`config.mk`:
```
export PLATFORM = sky130hd
export DESIGN_NAME = pio_share_arb_flat
export DESIGN_NICKNAME = d
export VERILOG_FILES = /design/src/rtl/pio_share_if.sv /design/src/rtl/pio_share_arb.sv /design/src/flat_wrapper.sv
export SDC_FILE = /design/constraint.sdc
export NUM_CORES = 1
export LEC_CHECK = 0
export BUFFER_PORTS_ARGS = -buffer_cell sky130_fd_sc_hd__clkbuf_2
export CAP_MARGIN = 10
export CORE_AREA = 2 2 66 68
export CTS_BUF_LIST = sky130_fd_sc_hd__clkbuf_16
export CTS_CLUSTER_DIAMETER = 200
export DETAILED_ROUTE_END_ITERATION = 12
export DIE_AREA = 0 0 68 70
export GPL_TIMING_DRIVEN = 0
export SLEW_MARGIN = 20
export SYNTH_ARGS = -nofsm -noshare
export SYNTH_HDL_FRONTEND = slang
export SYNTH_SLANG_ARGS = --single-unit
```
`constraint.sdc`:
```
create_clock -name clk -period 3.25 [get_ports clk]
set_input_delay 0.4875 -clock clk [delete_from_list [all_inputs] [get_ports clk]]
set_output_delay 0.4875 -clock clk [all_outputs]
set_load 0.01 [all_outputs]
```
`src/rtl/pio_share_if.sv`:
```
// pio_share_if: requester inputs and grant/bus outputs of the shared PIO arbiter
interface pio_share_if;
   logic [2:0] req, last, gnt;
   logic [7:0] din0, din1, din2, fpga_pio;
   logic pttl, pio_valid, busy, timeout;
   modport master(output req, last, din0, din1, din2, pttl, input gnt, fpga_pio, pio_valid, busy, timeout);
   modport slave(input req, last, din0, din1, din2, pttl, output gnt, fpga_pio, pio_valid, busy, timeout);
endinterface

```
`src/rtl/pio_share_arb.sv`:
```
// pio_share_arb: round-robin arbiter granting one of three requesters a bounded burst on a shared PIO bus
module pio_share_arb #(
   parameter int MAX_BEATS = 8,
   parameter int GAP_CYC = 2
) (
   input logic clk,
   input logic rst,
   pio_share_if.slave bus
);
   typedef enum logic [1:0] {IDLE, XFER, GAP} state_t;
   localparam logic [3:0] MB = 4'(MAX_BEATS);
   localparam logic [2:0] GL = 3'(GAP_CYC == 0 ? 0 : GAP_CYC - 1);
   state_t state, state_n;
   logic [1:0] rr, rr_n, gi, off, idx;
   logic [2:0] sum, rot, pick, gnt, gnt_n, gc, gc_n;
   logic [3:0] bc, bc_n, bc_inc;
   logic [7:0] pio, pio_n, din_g;
   logic pv, pv_n, to, to_n, req_g, last_g, beat, done;
   always_ff @(posedge clk or negedge rst)
      if (!rst) begin
         state <= IDLE;
         rr <= '0;
         bc <= '0;
         gc <= '0;
         gnt <= '0;
         pio <= '0;
         pv <= 1'b0;
         to <= 1'b0;
      end else begin
         state <= state_n;
         rr <= rr_n;
         bc <= bc_n;
         gc <= gc_n;
         gnt <= gnt_n;
         pio <= pio_n;
         pv <= pv_n;
         to <= to_n;
      end
   // rotate req so bit 0 is the requester at the round-robin pointer
   always_comb begin
      rot = rr == 2'd0 ? bus.req : rr == 2'd1 ? {bus.req[0], bus.req[2], bus.req[1]} : {bus.req[1], bus.req[0], bus.req[2]};
      off = rot[0] ? 2'd0 : rot[1] ? 2'd1 : 2'd2;
      sum = {1'b0, rr} + {1'b0, off};
      idx = sum >= 3'd3 ? 2'(sum - 3'd3) : sum[1:0];
      pick = 3'b001 << idx;
      gi = gnt[1] ? 2'd1 : gnt[2] ? 2'd2 : 2'd0;
      req_g = |(bus.req & gnt);
      last_g = |(bus.last & gnt);
      din_g = gnt[1] ? bus.din1 : gnt[2] ? bus.din2 : bus.din0;
      bc_inc = bc + 4'd1;
      beat = state == XFER && req_g && bus.pttl;
      done = state == XFER && (!req_g || (beat && (last_g || bc_inc == MB)));
      state_n = state;
      rr_n = rr;
      bc_n = beat ? bc_inc : bc;
      gc_n = gc;
      gnt_n = gnt;
      pio_n = beat ? din_g : pio;
      pv_n = beat;
      to_n = beat && !last_g && bc_inc == MB;
      if (state == IDLE && bus.pttl && |bus.req) begin
         gnt_n = pick;
         state_n = XFER;
      end
      if (done) begin
         gnt_n = '0;
         bc_n = '0;
         gc_n = '0;
         rr_n = gi == 2'd2 ? 2'd0 : gi + 2'd1;
         state_n = GAP_CYC == 0 ? IDLE : GAP;
      end
      if (state == GAP) begin
         gc_n = gc == GL ? 3'd0 : gc + 3'd1;
         state_n = gc == GL ? IDLE : GAP;
      end
   end
   assign bus.gnt = gnt;
   assign bus.fpga_pio = pio;
   assign bus.pio_valid = pv;
   assign bus.busy = state != IDLE;
   assign bus.timeout = to;
endmodule

```
`src/flat_wrapper.sv`:
```
// flat-port wrapper written by rule: the top's interface ports become plain ports
module pio_share_arb_flat 
#(
   parameter int MAX_BEATS = 8,
   parameter int GAP_CYC = 2
)
  (clk, rst, bus_req, bus_last, bus_din0, bus_din1, bus_din2, bus_pttl, bus_gnt, bus_fpga_pio, bus_pio_valid, bus_busy, bus_timeout);
  pio_share_if bus_i ();
  input logic clk;
  input logic rst;
  input wire logic [$bits(bus_i.req)-1:0] bus_req;
  input wire logic [$bits(bus_i.last)-1:0] bus_last;
  input wire logic [$bits(bus_i.din0)-1:0] bus_din0;
  input wire logic [$bits(bus_i.din1)-1:0] bus_din1;
  input wire logic [$bits(bus_i.din2)-1:0] bus_din2;
  input wire logic [$bits(bus_i.pttl)-1:0] bus_pttl;
  output wire logic [$bits(bus_i.gnt)-1:0] bus_gnt;
  output wire logic [$bits(bus_i.fpga_pio)-1:0] bus_fpga_pio;
  output wire logic [$bits(bus_i.pio_valid)-1:0] bus_pio_valid;
  output wire logic [$bits(bus_i.busy)-1:0] bus_busy;
  output wire logic [$bits(bus_i.timeout)-1:0] bus_timeout;
  assign bus_i.req = bus_req;
  assign bus_i.last = bus_last;
  assign bus_i.din0 = bus_din0;
  assign bus_i.din1 = bus_din1;
  assign bus_i.din2 = bus_din2;
  assign bus_i.pttl = bus_pttl;
  assign bus_gnt = bus_i.gnt;
  assign bus_fpga_pio = bus_i.fpga_pio;
  assign bus_pio_valid = bus_i.pio_valid;
  assign bus_busy = bus_i.busy;
  assign bus_timeout = bus_i.timeout;
  pio_share_arb #(.MAX_BEATS(MAX_BEATS), .GAP_CYC(GAP_CYC)) u_core (.clk(clk), .rst(rst), .bus(bus_i));
endmodule
```
==> impl_metrics.json, run 1 <==
{
  "clk_latency_ns": 0.26,
  "cts.sinks": 24,
  "post_cts_buffers": 0,
  "start_kind": "register",
  "grt_overflow": 0,
  "synth.area.top_cells": "dfrtp_1 43%, mux2i_1 6.5%, mux2_2 6.5%, o21ai_0 4.7%, nand2_1 4.1%",
  "syn_area_per_cell_um2": 10.12,
  "grt_max_degree": 25,
  "ys_seq_elements": 24,
  "setup_viol_count_final": 0,
  "seq_area_frac_synth_pct": 43.32,
  "clockRootBuffer": "clkbuf_16",
  "fillers": 428,
  "synth_cell_types": 37,
  "die_h_um": 70,
  "powerDensity_nw_per_um2": 815.4,
  "total_power_mw": 1.457,
  "dr.first_iter.drc_count": 54,
  "worstPathArrival_ns": 2.85,
  "totalWireLength_mm": 2.965,
  "vias": 1187,
  "syn_to_final_growth_pct": 28.88,
  "numCtsBuffers": 3,
  "cts_tree": "done",
  "grt_pass1_vias": 1121,
  "cts_resized": 0,
  "fin_crit_ns": 2.681,
  "synth_edf_count": 0,
  "final_cell_area_um2": 1787,
  "syn_inst": 137,
  "ir_worst_vdd_uv": 287.9,
  "htreeDepth": 1,
  "status": "finished, final reports clean",
  "drc_errors": 0,
  "worst_slack_ns": 0.5687,
  "ioPinCount": 47,
  "hp-class": "input pin to asynchronous set/reset pin",
  "final_cell_mix": "46 x clkbuf_2, 24 x dfrtp_1, 15 x nand2_1, 13 x o21ai_0, 9 x mux2i_1",
  "die_w_um": 68,
  "port_buffers": 46,
  "viasPerCell": 4.967,
  "routedWlPerCell_um": 12.41,
  "worstSetupPathType": "register to register",
  "final_layout_size_suffix_gt1_share_pct": 35.29,
  "cp_max_fo": 6,
  "grt_first_pass_wirelength_mm": 5.244,
  "antenna_cells": 0,
  "cts.path.max_buffers": 2,
  "dieArea_um2": 4760,
  "yosys_warnings": 0,
  "fin_skew_ns": 0.005979,
  "ant_nets": 0,
  "place_area_um2": 1682,
  "finalCritPeriodShare_pct": 82.50,
  "pre_cts_slack_ns": 0.3633,
  "grt_util_all_layers_pct": 14.44,
  "syn_nets": 174,
  "timing.final.hold_violations": 0,
  "fmax_ghz": 0.3730,
  "power_leakage_nw": 0.8485,
  "end_kind": "register",
  "nets": 225,
  "synth_top_area_cell": "dfrtp_1",
  "worst-endpoint-required_ns": 3.42,
  "rows": 24,
  "final_common_cell": "clkbuf_2",
  "netlist.area_leader.share_pct": 43.32,
  "synthArstFlopShare_pct": 100.0,
  "place_hpwl_mm": 2.295,
  "synth-main-ff-cell": "dfrtp_1",
  "max_cap_violations": 0,
  "rsz0062_at_grt": "false",
  "fin_setup_tns_ns": 0,
  "finalMaxSlewViolations": 0,
  "worst_slew_pin_slew_ns": 0.8194,
  "antenna_found_initial": 0,
  "syn_area_um2": 1386,
  "relSlewSlack_pct": 45.37,
  "coreArea_um2": 4144,
  "clkTransAtPathRegs_ns": 0.06,
  "first_pass_iters": 4,
  "gp_congestion": 0.7497,
  "ctsHoldBuffers": 0,
  "start_util_pct": 33.45
}
sequential cells by signal, indices dropped and copies added, names as in the netlist:
register and flops:
u_core.bus.gnt 3, u_core.rr 2, u_core.bus.fpga_pio 8, u_core.bus.pio_valid 1, u_core.bus.timeout 1, u_core.gc 3
u_core.state 2, u_core.bc 4
worst paths after layout:
| kind | startpoint | endpoint | slack (ns) | cells after the start |
|---|---|---|---|---|
| setup / recovery | u_core.rr[0]$_DFFE_PN0P_ | u_core.bus.gnt[2]$_DFFE_PN0P_ | 0.57 | 11 |
| hold / removal | rst | u_core.gc[2]$_DFFE_PN0N_ | 0.23 | 1 |
| setup reg to reg | u_core.rr[0]$_DFFE_PN0P_ | u_core.bus.gnt[2]$_DFFE_PN0P_ | 0.57 | 11 |
| hold reg to reg | u_core.bus.fpga_pio[0]$_DFFE_PN0P_ | u_core.bus.fpga_pio[0]$_DFFE_PN0P_ | 0.51 | 1 |
| max in group asynchronous | rst | u_core.rr[0]$_DFFE_PN0P_ | 2.61 | 1 |
| min in group clk | u_core.bus.fpga_pio[0]$_DFFE_PN0P_ | u_core.bus.fpga_pio[0]$_DFFE_PN0P_ | 0.51 | 1 |
report_power, final:
part	internal [mW]	switching [mW]	total, mW
registers	0.400	0.0954	0.496
clock network	0.245	0.108	0.353
logic	0.292	0.316	0.608
through the flow:
| stage | cells | hold WS (ns) | utilization, % |
|---|---|---|---|
| floorplan | 137 | 0.1919 | - |
| global placement | 235 | 0.4924 | 40.58 |
| detailed placement | 235 | 0.4974 | 40.58 |
| CTS | 239 | 0.2522 | 43.12 |
| global route | 239 | 0.2748 | 43.12 |
| finish | 239 | 0.2284 | 43.12 |
layout make-up:
| cell class | instances | area (um^2) | share of cell area [%] |
|---|---|---|---|
| Buffer | 5 | 33.78 | 1.891 |
| Sequential cell | 24 | 600.6 | 33.61 |
| Tap cell | 52 | 65.06 | 3.641 |
| Multi-Input combinational cell | 104 | 737.0 | 41.25 |
| Timing Repair Buffer | 46 | 230.2 | 12.89 |
| Clock buffer | 3 | 75.07 | 4.202 |
| Clock inverter | 1 | 30.03 | 1.681 |
| Inverter | 4 | 15.01 | 0.8403 |
metal layers:
layer	vias to the layer above	wire [um]	global-route usage, %
met5	-	0	0
met4	0	49	5.333
met3	5	209	3.060
met2	50	1355	22.11
met1	542	1351	19.81
li1	590	-	-
kinds of logic after synthesis:
| logic type | synth area share [%] |
|---|---|
| and+or+nand+nor | 18.41 |
| muxes | 14.62 |
| DFF | 43.32 |
| AOI/OAI and AO/OA | 13.45 |
| xor gates and xnor gates | 2.528 |
| buffers and inverters | 3.519 |
| adders and majority gates | 4.152 |
cell usage after synthesis (all sizes together), types with 2 or more instances:
cell type / count
a21o: 3
nand3: 3
nor2: 9
dfrtp: 24
buf: 3
a222oi: 2
nor3: 4
xnor2: 3
o21ai: 13
or2: 2
ha: 3
nand2b: 5
nand3b: 3
a21oi: 4
mux2: 10
nand2: 15
clkbuf: 2
inv: 4
nor3b: 2
mux2i: 9
critical path: stages (launching register included):
cell and delay, ns:
dfrtp_1 0.44, nor3_1 0.15, a31oi_1 0.05, o21ai_0 0.19
ha_1 0.17, inv_1 0.04, fa_1 0.50, inv_1 0.05
ha_1 0.18, nor3b_1 0.32, o21ai_0 0.23, a211oi_1 0.26
(Power assumes the default switching activity.)
==> run 2, diff against run 1 <==
ABC_AREA = 1   (was default)
CORE_AREA = 2 2 68 70   (was 2 2 66 68)
DIE_AREA = 0 0 70 72   (was 0 0 68 70)
clock period = 2.2 ns   (was 3.25 ns; I/O delays follow)
==> run 2 against run 1 <==
Net effect: the flow now finishes with violations (setup timing); clock power grew 46%; synthesized cell count grew 34%; clock skew grew 0.0043 ns; final cell count grew 23%; largest power group unchanged; synthesized area grew 4.7%; sequential power grew 51%; largest cell class unchanged.
==> impl_metrics.json, run 2 <==
{
  "synth_edf_count": 0,
  "end_kind": "register",
  "netlist.area_leader.share_pct": 41.38,
  "syn_area_um2": 1451,
  "numCtsBuffers": 3,
  "ys_seq_elements": 24,
  "grt_max_degree": 25,
  "rows": 24,
  "violations": "setup timing",
  "nets": 279,
  "syn_to_final_growth_pct": 35.34,
  "grt_pass1_vias": 1353,
  "powerDensity_nw_per_um2": 1549,
  "fmax_ghz": 0.4072,
  "seq_area_frac_synth_pct": 41.38,
  "finalCritPeriodShare_pct": 111.6,
  "finalMaxSlewViolations": 0,
  "clk_latency_ns": 0.26,
  "fin_crit_ns": 2.456,
  "cts.sinks": 24,
  "hp-class": "input pin to asynchronous set/reset pin",
  "dr.first_iter.drc_count": 87,
  "fillers": 451,
  "rr_startpoint": "u_core.rr[1]$_DFFE_PN0P_",
  "clkTransAtPathRegs_ns": 0.07,
  "timing.final.hold_violations": 0,
  "synth.area.top_cells": "dfrtp_1 41%, nand2_1 11%, nand3_1 9.3%, inv_1 5.2%, a41oi_1 4.8%",
  "rsz0062_at_grt": "true",
  "clockRootBuffer": "clkbuf_16",
  "synth_top_area_cell": "dfrtp_1",
  "cts.path.max_buffers": 2,
  "cts_tree": "done",
  "port_buffers": 46,
  "synthArstFlopShare_pct": 100.0,
  "synth_cell_types": 29,
  "gp_congestion": 0.7720,
  "fin_skew_ns": 0.01024,
  "vias": 1442,
  "place_hpwl_mm": 2.721,
  "relSlewSlack_pct": 60.19,
  "drc_errors": 0,
  "routedWlPerCell_um": 12.33,
  "synthTopCellsByCount": "43 x nand2_1, 27 x nand3_1, 24 x dfrtp_1",
  "synth-main-ff-cell": "dfrtp_1",
  "ir_worst_vdd_uv": 714.0,
  "grt_first_pass_wirelength_mm": 6.182,
  "coreArea_um2": 4264,
  "syn_nets": 221,
  "grt_util_all_layers_pct": 14.82,
  "start_util_pct": 34.04,
  "ant_nets": 0,
  "multi_input_area_um2": 778.2,
  "max_cap_violations": 0,
  "fin_setup_tns_ns": -0.7185,
  "worst_slack_ns": -0.2559,
  "yosys_warnings": 0,
  "grt_overflow": 0,
  "worst_slew_pin_slew_ns": 0.5972,
  "syn_area_per_cell_um2": 7.888,
  "antenna_cells": 0,
  "rrSetupSlack_ns": -0.26,
  "status": "complete, but fails checks",
  "first_pass_iters": 4,
  "synth_most_common_cell": "nand2_1",
  "reg2regPathDepth": 16,
  "syn_inst": 184,
  "final_common_cell": "clkbuf_2",
  "power_leakage_nw": 1.027,
  "worstPathArrival_ns": 2.60,
  "viasPerCell": 4.922,
  "worstSetupPathType": "register to register",
  "r2r_end": "u_core.bus.gnt[2]$_DFFE_PN0P_",
  "dieArea_um2": 5040,
  "seqCellArea_um2": 601.8,
  "htreeDepth": 1,
  "die_h_um": 72,
  "worst-endpoint-required_ns": 2.34,
  "final_cell_mix": "46 x clkbuf_2, 41 x nand2_1, 26 x nand3_1, 23 x dfrtp_1, 17 x inv_1",
  "antenna_found_initial": 0,
  "die_w_um": 70,
  "cp_max_fo": 4,
  "start_kind": "register",
  "final_layout_size_suffix_gt1_share_pct": 37.34,
  "setup_viol_count_final": 3,
  "ctsHoldBuffers": 0,
  "ioPinCount": 47,
  "largest_register_ffs": 8,
  "totalWireLength_mm": 3.612,
  "finalCoreUtilization_pct": 46.07
}
run 2: cell count changes after synthesis, sizes merged, moves of 8 or more:
cell,change
nand2,+31
mux2i,-9
mux2,-10
a41oi,+8
nand3,+25
nor2,+9
inv,+18
run 2: kinds of logic after synthesis:
kind of cell | share of synthesized area [%]
AOI/OAI and AO/OA | 12.59
xor gates and xnor gates | 1.811
adders and majority gates | 3.966
buffers and inverters | 9.051
DFF | 41.38
and+or+nand+nor | 31.21
run 2: through the flow:
stage / hold WS, ns / worst slack, ns / area, um^2 / total power [mW] / cells
2_1_floorplan: 0.03441 / -0.03710 / 1484 / 1.926 / 184
3_3_place_gp: 0.3697 / -0.2433 / 1779 / 2.286 / 282
3_5_place_dp: 0.3642 / -0.2721 / 1779 / 2.328 / 282
4_1_cts: 0.08742 / -0.2115 / 1933 / 3.009 / 291
5_1_grt: 0.1235 / -0.4374 / 1964 / 3.350 / 293
6_report: 0.06244 / -0.2559 / 1964 / 3.042 / 293
run 2: metal layers:
| metal | part of all wire (%) | wire length, um | vias to the layer above | track usage, % |
|---|---|---|---|---|
| met3 | 3.1 | 111 | 0 | 2.639 |
| met1 | 45 | 1629 | 682 | 20.51 |
| met2 | 52 | 1872 | 29 | 25.19 |
| met4 | 0 | 0 | 0 | 1.923 |
| li1 | - | - | 731 | - |
| met5 | 0 | 0 | - | 0 |
run 2: where the power goes:
group	switching, mW	internal (mW)	leakage, nW	total, mW
clock	0.156	0.362	0.0511	0.517
combinational	1.00	0.775	0.669	1.78
sequential	0.137	0.610	0.307	0.747
total	1.30	1.75	1.03	3.04
run 2: cell type report:
| type | instances | area share, % |
|---|---|---|
| flip-flops and latches | 24 | 30.64 |
| multi-input cells | 130 | 39.62 |
| plain buffers | 6 | 2.102 |
| clock inverters | 1 | 1.529 |
| repair buffers | 53 | 14.39 |
| inverters | 24 | 4.586 |
| clock buffers | 3 | 3.822 |
| well taps | 52 | 3.312 |
run 2: timing repair:
item	4_1_cts	5_1_grt
gates resized for setup	4	4
pin swaps	0	4
setup endpoints to repair	3	3
hold endpoints to repair	0	0
cloned	0	0
buffers inserted	5	2
run 2: how the worst max path moves through the flow:
stage / from / endpoint / slack, ns / depth (start not counted)
final: u_core.rr[1]$_DFFE_PN0P_ / u_core.bus.gnt[2]$_DFFE_PN0P_ / -0.26 / 16
after detailed placement: u_core.rr[0]$_DFFE_PN0P_ / u_core.bus.gnt[1]$_DFFE_PN0P_ / -0.27 / 16
after global placement: u_core.rr[0]$_DFFE_PN0P_ / u_core.bus.gnt[1]$_DFFE_PN0P_ / -0.24 / 16
after global routing: u_core.rr[1]$_DFFE_PN0P_ / u_core.bus.gnt[1]$_DFFE_PN0P_ / -0.44 / 16
after CTS: u_core.rr[1]$_DFFE_PN0P_ / u_core.bus.gnt[1]$_DFFE_PN0P_ / -0.21 / 16
after floorplan: u_core.rr[0]$_DFFE_PN0P_ / u_core.bus.gnt[2]$_DFFE_PN0P_ / -0.04 / 14
run 2: critical path: stages, from the launching register on:
cell and delay (ns):
dfrtp_1 0.44, inv_2 0.10, nand2_2 0.09, o221ai_4 0.10, nor2_2 0.09, ha_2 0.17, inv_2 0.03, fa_1 0.52
inv_2 0.06, ha_4 0.16, inv_1 0.05, nand4_1 0.07, o21ai_1 0.10, inv_1 0.07, nand2_1 0.06, nor2_1 0.04
o21a_1 0.17
